### src/rtl/apb_master.sv
// APB requester: single command in, SETUP/ACCESS on the bus, single response out.
// Optional ACCESS wait-state timeout enabled by defining APB_MASTER_TIMEOUT_EN.
module apb_master #(
  parameter int ADDR_WIDTH     = 32,
  parameter int DATA_WIDTH     = 32,
  parameter int TIMEOUT_CYCLES = 16
) (
  input  logic                  PCLK,
  input  logic                  PRESET,
  input  logic                  cmd_valid,
  output logic                  cmd_ready,
  input  logic                  cmd_write,
  input  logic [ADDR_WIDTH-1:0] cmd_addr,
  input  logic [DATA_WIDTH-1:0] cmd_wdata,
  output logic                  rsp_valid,
  input  logic                  rsp_ready,
  output logic [DATA_WIDTH-1:0] rsp_rdata,
  output logic                  rsp_err,
  output logic [ADDR_WIDTH-1:0] PADDR,
  output logic                  PSEL,
  output logic                  PENABLE,
  output logic                  PWRITE,
  output logic [DATA_WIDTH-1:0] PWDATA,
  input  logic [DATA_WIDTH-1:0] PRDATA,
  input  logic                  PREADY,
  input  logic                  PSLVERR
);

  typedef enum logic [1:0] {IDLE, SETUP, ACCESS, RESP} state_t;

  state_t state;

  // Gated with reset so no command is taken during the reset cycle.
  assign cmd_ready = (state == IDLE) && !PRESET;

`ifdef APB_MASTER_TIMEOUT_EN
  localparam int CW = $clog2(TIMEOUT_CYCLES + 1);
  logic [CW-1:0] to_cnt;
`else
  logic unused_timeout_param;
  assign unused_timeout_param = (TIMEOUT_CYCLES < 1);
`endif

  always_ff @(posedge PCLK) begin
    if (PRESET) begin
      state     <= IDLE;
      PSEL      <= 1'b0;
      PENABLE   <= 1'b0;
      PADDR     <= '0;
      PWRITE    <= 1'b0;
      PWDATA    <= '0;
      rsp_valid <= 1'b0;
      rsp_rdata <= '0;
      rsp_err   <= 1'b0;
`ifdef APB_MASTER_TIMEOUT_EN
      to_cnt    <= '0;
`endif
    end else begin
      case (state)
        IDLE: begin
          if (cmd_valid) begin
            PADDR   <= cmd_addr;
            PWRITE  <= cmd_write;
            PWDATA  <= cmd_write ? cmd_wdata : '0;
            PSEL    <= 1'b1;
            PENABLE <= 1'b0;
            state   <= SETUP;
`ifdef APB_MASTER_TIMEOUT_EN
            to_cnt  <= '0;
`endif
          end
        end
        SETUP: begin
          PENABLE <= 1'b1;
          state   <= ACCESS;
        end
        ACCESS: begin
          // PREADY is checked first so a completion in the limit cycle wins over the abort.
          if (PREADY) begin
            PSEL      <= 1'b0;
            PENABLE   <= 1'b0;
            rsp_valid <= 1'b1;
            rsp_err   <= PSLVERR;
            rsp_rdata <= (!PWRITE && !PSLVERR) ? PRDATA : '0;
            state     <= RESP;
          end
`ifdef APB_MASTER_TIMEOUT_EN
          else if (to_cnt == CW'(TIMEOUT_CYCLES - 1)) begin
            PSEL      <= 1'b0;
            PENABLE   <= 1'b0;
            rsp_valid <= 1'b1;
            rsp_err   <= 1'b1;
            rsp_rdata <= '0;
            state     <= RESP;
          end else begin
            to_cnt <= to_cnt + 1'b1;
          end
`endif
        end
        RESP: begin
          if (rsp_ready) begin
            rsp_valid <= 1'b0;
            state     <= IDLE;
          end
        end
        default: state <= IDLE;
      endcase
    end
  end

endmodule

### config.mk
export PLATFORM = sky130hd
export DESIGN_NAME = apb_master
export DESIGN_NICKNAME = d
export VERILOG_FILES = /design/src/rtl/apb_master.sv
export SDC_FILE = /design/constraint.sdc
export NUM_CORES = 1
export LEC_CHECK = 0
export ABC_AREA = 1
export CORE_ASPECT_RATIO = 0.9
export CORE_MARGIN = 2
export CORE_UTILIZATION = 39
export CTS_CLUSTER_DIAMETER = 60
export CTS_CLUSTER_SIZE = 8
export DETAILED_ROUTE_END_ITERATION = 6
export GPL_ROUTABILITY_DRIVEN = 0
export PLACE_DENSITY_LB_ADDON = 0.15
export SETUP_SLACK_MARGIN = 0.05
export SLEW_MARGIN = 20
export SYNTH_ARGS = -nofsm -noshare
export SYNTH_HDL_FRONTEND = slang
export SYNTH_SLANG_ARGS = --single-unit
export TNS_END_PERCENT = 1
### constraint.sdc
create_clock -name PCLK -period 1.6 [get_ports PCLK]
set_input_delay 0.24 -clock PCLK [delete_from_list [all_inputs] [get_ports PCLK]]
set_output_delay 0.24 -clock PCLK [all_outputs]
set_load 0.1 [all_outputs]
==> metrics <==
status=finished, final reports clean; setup repair after global routing missed its margin=yes; Reg area=2070 sq um; Post-Syn Nets=592; Cell Count, Final, Fillers Out=814; initial antenna violation count=0; clock period minus worst slack=1.54 ns; Worst Tran Pin Value=0.621 ns; Worst path max stage delay=0.37 ns; die area=10,800 sq um; largest net degree at the start of global routing=51; Util after Layout=75.3%; Leak=2.79 nW; post-synthesis register bit count=103; Hold Fails Final Rpt=0; total of warnings raised by yosys=0; internal power=6.08 mW; core area=9700 sq um; H-tree depth=3; crit path cell chain=inv_4 > ha_4 > inv_2 > nor2_4 > buf_12; Required @ worst endpoint=1.36 ns; clock share of power=14.1%; Max IR drop VDD=1.13 mV; Crit. End Element=primary output; Pwr Total=11.6 mW; sequential fraction of the synthesis area=53.1%; Finish-stage setup viols=0; cell area after synthesis=3880 sq um; die height=98.7 um; Psw=5.49 mW; Slowest-stage cell, CP=dfxtp_4; Post-CTS Hold Fix Bufs=0; multi-input logic area=1600 sq um; Switching Share=47.4%; Netlist cell types=21; max_cap viols=0; post-DR vias/cell=4.77; Rel. slew slack=58.6%; CP Max Fanout=4; fmax=650 MHz; Yosys top cell by area=dfxtp_1; chip width=109 um; Mean Syn Cell Area=8.06 sq um; Clock transition at path regs=0.10 ns; vias in the first global route=3,815; final wirelength=12,000 um; Initial Utilization=40.1%; Filler Cells Inserted=742; DR vias=3,885; Iteration-0 DRC Markers=185; WL/cell=14.7 um; P&R area growth vs syn=88.0%; total grt overflow=0; worst slack, placed=-0.00416 ns; Hold Path Class=input port to register; top cell type's share of synthesized area=53.1%; first-pass GRT wire length=18,700 um; GRT Total Usage=22.3%; Reg power frac=29.7%; detailed placer's ending HPWL=8920 um; Slew Viols, Final=0; I/O Buffers=204; worst skew pair latency=0.37 ns; Antenna Cells=0; CP Class=register to primary output; Max Buffers Root-to-Sink=2; final net count=793; DRC=0; Tcrit/Tclk final=96.1%; crit path DAT=1.30 ns; Comb pwr share=56.2%; CTS Root Cell=clkbuf_8; Ports=205; TritonCTS clock tree=done; Clock Skew=0.00706 ns; worst setup margin=0.0616 ns; Rows=34; DR pass1 iterations=4; post-synthesis cell count=482; antenna-violating nets left=0; fraction of layout cells with a size suffix above 1=27.5%; # placed instances=792; pwr dens=1580 nW/um^2; CTS sink cnt=103; post-route setup TNS=0 ns; crit path launch type=register; Num CTS Buffers=9; Synth area leaders=dfxtp_1 (53%), nand2_1 (12%), nor2_1 (7.1%), a21oi_1 (6.2%), a21oi_2 (4.5%)
per-stage QoR:
stage	hold slack [ns]	area [sq um]
3_3_place_gp	0.489	7030
2_1_floorplan	0.376	3890
4_1_cts	0.131	7300
5_1_grt	0.129	7300
3_5_place_dp	0.493	7030
6_report	0.135	7300
flip-flops by register name (all words and copies together) (netlist names):
signal	flops
PADDR	32
PWDATA	32
rsp_rdata	32
state	2
PENABLE	1
PSEL	1
PWRITE	1
rsp_err	1
rsp_valid	1
power groups by stage:
stage,Combinational (mW),Sequential (mW),Clock [mW]
finish,6.50,3.43,1.63
global route,6.81,3.47,1.81
CTS,6.50,3.43,1.67
detailed placement,6.31,3.48,0
global placement,6.20,3.45,0
floorplan,1.35,5.99,0
layout make-up:
cell class	count	share of cell area [%]
Timing Repair Buffer	221	44.0
Sequential cell	103	28.3
Multi-Input combinational cell	334	22.0
Tap cell	126	2.16
Clock buffer	10	1.88
Clock inverter	6	0.822
Inverter	14	0.805
cells in the mapped netlist (all sizes together):
| library cell | number |
|---|---|
| nor3 | 1 |
| nor2b | 1 |
| o21ai | 32 |
| dfxtp | 103 |
| buf | 19 |
| clkinv | 1 |
| nor2 | 74 |
| a21oi | 68 |
| inv | 13 |
| ha | 7 |
| clkbuf | 12 |
| or2 | 1 |
| nand2 | 146 |
| nand3 | 4 |
cells in the final DEF (no fill, tap or decap), drive strengths merged:
cell type,instances
a21oi,68
buf,120
bufinv,1
clkbuf,10
clkdlybuf4s50,101
clkinv,4
clkinvlp,2
dfxtp,103
ha,7
inv,13
nand2,146
nand3,4
nor2,74
nor2b,1
nor3,1
o21ai,32
or2,1
logic make-up after synthesis:
group / share of synthesized area (%)
simple gates: 23.7
fa+ha+maj: 2.25
flops: 53.1
compound gates: 14.8
buf+inv: 6.15
worst paths after layout:
kind | startpoint | endpoint | slack, ns | cells after the start
max | state[0] | cmd_ready | 0.06 | 5
min | PRESET | PSEL | 0.14 | 2
max reg2reg | state[1] | rsp_rdata[2] | 0.12 | 7
min reg2reg | rsp_rdata[6] | rsp_rdata[6] | 0.51 | 2
timing repair:
action                     CTS  global route
pin swaps                    2             0
buffers inserted             6             0
setup endpoints to repair   43            45
resized for setup           11             1
metal layers:
layer | share of wire (%) | up-vias | global-route usage (%)
met2 | 51 | 134 | 39.4
met5 | 0 | - | 0
met1 | 37 | 1818 | 23.2
met3 | 11 | 17 | 10.7
li1 | - | 1916 | -
met4 | 1.9 | 0 | 7.01
critical path: cells and delay by family, from the launching register on:
family        cells  cell delay (ns)
flops             1             0.37
buf+inv           3             0.30
fa+ha+maj         1             0.14
simple gates      1             0.12
No activity file was read; power rests on OpenSTA's default activity.
